`src/rtl/axi_mem_port_arbiter.sv`:
```
// Merges the I-cache refill burst path and the uncached data path onto one AXI4 master.
// One transaction in flight at a time; round-robin on simultaneous requests.
module axi_mem_port_arbiter #(
   parameter int unsigned BURST_LEN    = 16,
   parameter bit          ERR_ON_RLAST = 1'b1
) (
   input  logic        clk,
   input  logic        rst,
   // instruction refill requester
   input  logic        i_req,
   input  logic [31:0] i_addr,
   output logic        i_beat_valid,
   output logic [31:0] i_beat_data,
   output logic [7:0]  i_beat_idx,
   output logic        i_done,
   output logic        i_err,
   // uncached data requester
   input  logic        d_req,
   input  logic        d_we,
   input  logic [31:0] d_addr,
   input  logic [31:0] d_wdata,
   input  logic [3:0]  d_wstrb,
   output logic        d_done,
   output logic [31:0] d_rdata,
   output logic        d_err,
   // AXI4 master
   output logic        m_awvalid,
   input  logic        m_awready,
   output logic [31:0] m_awaddr,
   output logic [7:0]  m_awlen,
   output logic [2:0]  m_awsize,
   output logic [1:0]  m_awburst,
   output logic        m_wvalid,
   input  logic        m_wready,
   output logic [31:0] m_wdata,
   output logic [3:0]  m_wstrb,
   output logic        m_wlast,
   input  logic        m_bvalid,
   output logic        m_bready,
   input  logic [1:0]  m_bresp,
   output logic        m_arvalid,
   input  logic        m_arready,
   output logic [31:0] m_araddr,
   output logic [7:0]  m_arlen,
   output logic [2:0]  m_arsize,
   output logic [1:0]  m_arburst,
   input  logic        m_rvalid,
   output logic        m_rready,
   input  logic [31:0] m_rdata,
   input  logic [1:0]  m_rresp,
   input  logic        m_rlast
);

   localparam logic [7:0] LastBeat = 8'(BURST_LEN - 1);

   typedef enum logic [2:0] {
      StIdle, StIAr, StIR, StDAr, StDR, StDAwW, StDB
   } state_e;

   state_e      r_state, w_state_next;
   logic        r_arvalid, r_awvalid, r_wvalid;
   logic [31:0] r_araddr, r_awaddr, r_wdata;
   logic [7:0]  r_arlen;
   logic [1:0]  r_arburst;
   logic [3:0]  r_wstrb;
   logic [7:0]  r_beat_cnt;
   logic        r_i_err;
   logic        r_rr_last_i;  // 1 when the last tie went to the instruction side
   logic        r_rd_got;
   logic        r_d_err;
   logic [31:0] r_d_rdata;

   logic w_grant_i, w_grant_d;
   logic w_ibeat, w_beat_last, w_iend, w_beat_err;
   logic w_aw_done, w_w_done;
   logic w_unused;

   assign w_unused = ^i_addr[5:0];

   assign w_grant_i = i_req && (!d_req || !r_rr_last_i);
   assign w_grant_d = d_req && (!i_req || r_rr_last_i);

   assign w_ibeat     = (r_state == StIR) && m_rvalid;
   assign w_beat_last = (r_beat_cnt == LastBeat);
   assign w_iend      = w_ibeat && (m_rlast || w_beat_last);
   assign w_beat_err  = (m_rresp != 2'b00) || (ERR_ON_RLAST && (m_rlast != w_beat_last));

   assign w_aw_done = !r_awvalid || m_awready;
   assign w_w_done  = !r_wvalid || m_wready;

   // FSM state register
   always_ff @(posedge clk) begin
      if (rst) r_state <= StIdle;
      else     r_state <= w_state_next;
   end

   always_comb begin
      w_state_next = r_state;
      unique case (r_state)
         StIdle: begin
            if (w_grant_i)      w_state_next = StIAr;
            else if (w_grant_d) w_state_next = d_we ? StDAwW : StDAr;
         end
         StIAr:  if (m_arready) w_state_next = StIR;
         StIR:   if (w_iend) w_state_next = StIdle;
         StDAr:  if (m_arready) w_state_next = StDR;
         StDR:   if (r_rd_got) w_state_next = StIdle;
         StDAwW: if (w_aw_done && w_w_done) w_state_next = StDB;
         StDB:   if (m_bvalid) w_state_next = StIdle;
         default: w_state_next = StIdle;
      endcase
   end

   always_ff @(posedge clk) begin
      if (rst) begin
         r_arvalid   <= 1'b0;
         r_awvalid   <= 1'b0;
         r_wvalid    <= 1'b0;
         r_araddr    <= '0;
         r_awaddr    <= '0;
         r_wdata     <= '0;
         r_wstrb     <= '0;
         r_arlen     <= '0;
         r_arburst   <= '0;
         r_beat_cnt  <= '0;
         r_i_err     <= 1'b0;
         r_rr_last_i <= 1'b0;
         r_rd_got    <= 1'b0;
         r_d_err     <= 1'b0;
         r_d_rdata   <= '0;
      end else begin
         unique case (r_state)
            StIdle: begin
               if (w_grant_i) begin
                  r_araddr   <= {i_addr[31:6], 6'b0};
                  r_arlen    <= LastBeat;
                  r_arburst  <= 2'b01;
                  r_arvalid  <= 1'b1;
                  r_beat_cnt <= '0;
                  r_i_err    <= 1'b0;
                  // round-robin pointer only moves on a tie
                  if (d_req) r_rr_last_i <= 1'b1;
               end else if (w_grant_d) begin
                  if (i_req) r_rr_last_i <= 1'b0;
                  r_rd_got <= 1'b0;
                  if (d_we) begin
                     r_awaddr  <= d_addr;
                     r_wdata   <= d_wdata;
                     r_wstrb   <= d_wstrb;
                     r_awvalid <= 1'b1;
                     r_wvalid  <= 1'b1;
                  end else begin
                     r_araddr  <= d_addr;
                     r_arlen   <= 8'd0;
                     r_arburst <= 2'b00;
                     r_arvalid <= 1'b1;
                  end
               end
            end
            StIAr, StDAr: if (m_arready) r_arvalid <= 1'b0;
            StIR: begin
               if (w_ibeat) begin
                  r_beat_cnt <= r_beat_cnt + 8'd1;
                  if (w_beat_err) r_i_err <= 1'b1;
               end
            end
            StDR: begin
               if (m_rvalid && !r_rd_got) begin
                  r_rd_got  <= 1'b1;
                  r_d_rdata <= m_rdata;
                  r_d_err   <= (m_rresp != 2'b00) || (ERR_ON_RLAST && !m_rlast);
               end
            end
            StDAwW: begin
               if (m_awready) r_awvalid <= 1'b0;
               if (m_wready)  r_wvalid  <= 1'b0;
            end
            default: ;
         endcase
      end
   end

   assign i_beat_valid = w_ibeat;
   assign i_beat_data  = m_rdata;
   assign i_beat_idx   = r_beat_cnt;
   assign i_done       = w_iend;
   assign i_err        = w_iend && (r_i_err || w_beat_err);

   assign d_done  = ((r_state == StDR) && r_rd_got) || ((r_state == StDB) && m_bvalid);
   assign d_err   = ((r_state == StDR) && r_rd_got && r_d_err) ||
                    ((r_state == StDB) && m_bvalid && (m_bresp != 2'b00));
   assign d_rdata = r_d_rdata;

   assign m_arvalid = r_arvalid;
   assign m_araddr  = r_araddr;
   assign m_arlen   = r_arlen;
   assign m_arsize  = 3'b010;
   assign m_arburst = r_arburst;
   assign m_rready  = 1'b1;

   assign m_awvalid = r_awvalid;
   assign m_awaddr  = r_awaddr;
   assign m_awlen   = 8'd0;
   assign m_awsize  = 3'b010;
   assign m_awburst = 2'b00;
   assign m_wvalid  = r_wvalid;
   assign m_wdata   = r_wdata;
   assign m_wstrb   = r_wstrb;
   assign m_wlast   = 1'b1;
   assign m_bready  = 1'b1;

endmodule

```
`config.mk`:
```
export PLATFORM = sky130hd
export DESIGN_NAME = axi_mem_port_arbiter
export DESIGN_NICKNAME = d
export VERILOG_FILES = /design/src/rtl/axi_mem_port_arbiter.sv
export SDC_FILE = /design/constraint.sdc
export NUM_CORES = 1
export LEC_CHECK = 0
export CORE_AREA = 2 2 137 139
export CTS_CLUSTER_SIZE = 14
export DETAILED_ROUTE_END_ITERATION = 8
export DIE_AREA = 0 0 139 141
export PLACE_DENSITY = 0.83
export SLEW_MARGIN = 20
export SYNTH_ARGS = -nofsm -noshare
export SYNTH_HDL_FRONTEND = slang
export SYNTH_SLANG_ARGS = --single-unit
export TNS_END_PERCENT = 20
```
`constraint.sdc`:
```
create_clock -name clk -period 2.24 [get_ports clk]
set_clock_uncertainty 0.1 [all_clocks]
set_input_delay 0.224 -clock clk [delete_from_list [all_inputs] [get_ports clk]]
set_output_delay 0.224 -clock clk [all_outputs]
set_load 0.1 [all_outputs]
```
==> results.ini <==
[layout]
post-route-util_pct=53.2
n_antenna_cell=0
layout.nets=1222
area_delta_synth_final_pct=55.7
final_layout_size_suffix_gt1_share_pct=24.1
final_cell_mix=nand2_1, buf_4, dfxtp_1, clkdlybuf4s50_1, a21oi_1
layout_commonest_cell=nand2_1

[timing]
slew_viol_final=0
layout_min_cycle_time_ns=2.23
fmax_mhz=448
finalSetupViolations=0
hold_viol_final=0
worst_slew_pin_slew_ns=0.730
finalCritPeriodShare_pct=99.6
fin_ws_ns=0.00803
relSlewSlack_pct=51.0
rsz0062_at_grt=true

[floorplanning]
core-area_sq_mm=0.0183
die-area_sq_mm=0.0196
die_x_um=139
initial_core_util_pct=34.2
io_pins=356
die_h_um=141
num_rows=50

[synthesis]
postSynth.asyncResetShare_pct=0
yosysSeqAreaShare_pct=48.4
syn_area_per_cell_sq_um=7.77
synth_edf_count=0
synth_seq_cells=151
synth-main-ff-cell=dfxtp_1
syn_inst=804
ys_types=42
yosysTopAreaCellShare_pct=48.4
syn-cell-area_sq_mm=0.00624
synth_top_cell_by_area=dfxtp_1
synth_area_leaders=dfxtp_1, nand2_1, a21oi_1
yosys_warnings=0

[global_route]
first_global_vias=5728
grt_pass1_wl_mm=29.6
antenna_found_initial=0
grt_max_degree=61
grt.total_usage_pct=18.7
globalRouteOverflowTotal=0

[outcome]
outcome=complete, no violations

[clocking]
cts.sinks=151
cts_buffers=17
clk_latency_ns=0.41
htree_levels=4
cts_hold_repair.buffers=0
clk_path_buf_depth=2
cts_tree=done
clockRootBuffer=clkbuf_16
path_clk_slew_ns=0.06

[power]
p_switching_w=0.00497
clockPowerShare_pct=27.5
p_seq_share_pct=29.7
powerDensity_mw_per_mm2=1110
p_sw_share_pct=45.8
vdd_ir_drop_max_mv=0.538
combPwrFrac_pct=42.8
intPower_w=0.00587
p_leak_nw=3.94

[place]
post-place-ws_ns=0.00879
hpwlAfterDp_mm=13.7
place_congestion=0.809
port_buffers=325

[critical_path]
cp.arrival_ns=1.91
rrSetupSlack_ns=0.13
start_kind=flip-flop
worstPathRequired_ns=1.92
path_max_fanout=3
path_class=flip-flop to primary output
endpoint_kind=primary output

[job]
maxCapViolCount=0

[drt]
drtAntennaViolNets=0
wl_met3_mm=1.64
firstDrtPassIters=5
drc=0
viasPerCell=4.72
wl_mm=19.1
wl_per_cell_um=14.5
m1WireLength_mm=7.60
vias=6226
first_iter_violations=296
highest-signal-layer=met4
wl_met2_mm=9.55

[hold_path]
hold_class=primary input to flip-flop

[stage by stage]
stage	instances	area [sq um]	hold WS [ns]	setup TNS (ns)	total power, W
final	1319	9730	0.125	0	0.0108
after global placement	1286	9030	0.340	0	0.00785
after global routing	1319	9730	0.142	-0.0957	0.0113
after detailed placement	1286	9030	0.347	0	0.00790
after CTS	1319	9710	0.114	-0.0110	0.0109
after floorplan	826	6360	0.233	-1.08	0.00685
[power by group through the flow]
stage | logic (W) | registers [W] | clock network, W
finish | 0.00463 | 0.00322 | 0.00298
global route | 0.00483 | 0.00326 | 0.00316
detailed placement | 0.00462 | 0.00327 | 0
global placement | 0.00459 | 0.00326 | 0
floorplan | 0.00162 | 0.00523 | 0
CTS | 0.00464 | 0.00322 | 0.00305
[cell families (layout without fill, tap and decap cells)]
group	Yosys count	in the layout	synth area share (%)
buf+inv	120	379	11.4
fa+ha+maj	2	2	0.401
other cells	2	24	0.120
flops	151	151	48.4
xor+xnor	3	3	0.421
simple gates	357	357	23.1
mux	2	2	0.341
compound gates	167	167	15.8
[worst paths after layout]
check                 from            end  cells past startpoint
min                    rst  i_beat_idx[1]                      2
max          i_beat_idx[0]          i_err                      7
min reg2reg    m_araddr[3]    m_araddr[3]                      2
max reg2reg  i_beat_idx[0]     r_state[1]                      9
[registers in the layout, summed over array words and instances, names as in the netlist]
signal	cells
m_arlen	1
r_d_err	1
r_rd_got	1
m_wdata	32
i_beat_idx	8
d_rdata	32
m_araddr	32
r_rr_last_i	1
r_state	3
r_i_err	1
m_awvalid	1
m_arvalid	1
m_wvalid	1
m_awaddr	32
m_wstrb	4
[synth_stat cells (4+ instances only)]
library cell	number
a21oi_1	118
a311oi_1	29
and3_1	4
buf_2	19
buf_4	63
clkbuf_1	33
dfxtp_1	151
inv_1	4
nand2_1	269
nand3_1	12
nor2_1	47
nor2b_1	5
nor3_1	4
o21ai_0	6
[cell type report]
type                       count  area [sq um]
fill                        1656          8540
timing repair buffer         343          3070
sequential                   151          3040
multi-input combinational    555          2690
clock buffer                  19           443
tap                          234           293
clock inverter                12           166
inverter                       5          18.8
[worst max-delay path, cell delays in order (launching register included)]
cell and delay [ns]:
dfxtp_4 0.36, ha_4 0.14, and3_4 0.19, nand2_2 0.08, ha_4 0.18, buf_4 0.14, nor3_4 0.22, buf_12 0.20
[timing repair]
item,in CTS,in global routing
pin swaps,1,6
resized for setup,10,4
endpoints found under the setup margin,4,5
setup buffers,2,0
[layer usage]
metal	vias up	track usage, %
met2	253	32.0
met1	2843	21.9
met4	0	6.17
li1	3108	-
met3	22	6.73
met5	-	0
Power figures use the tool's default switching activity.
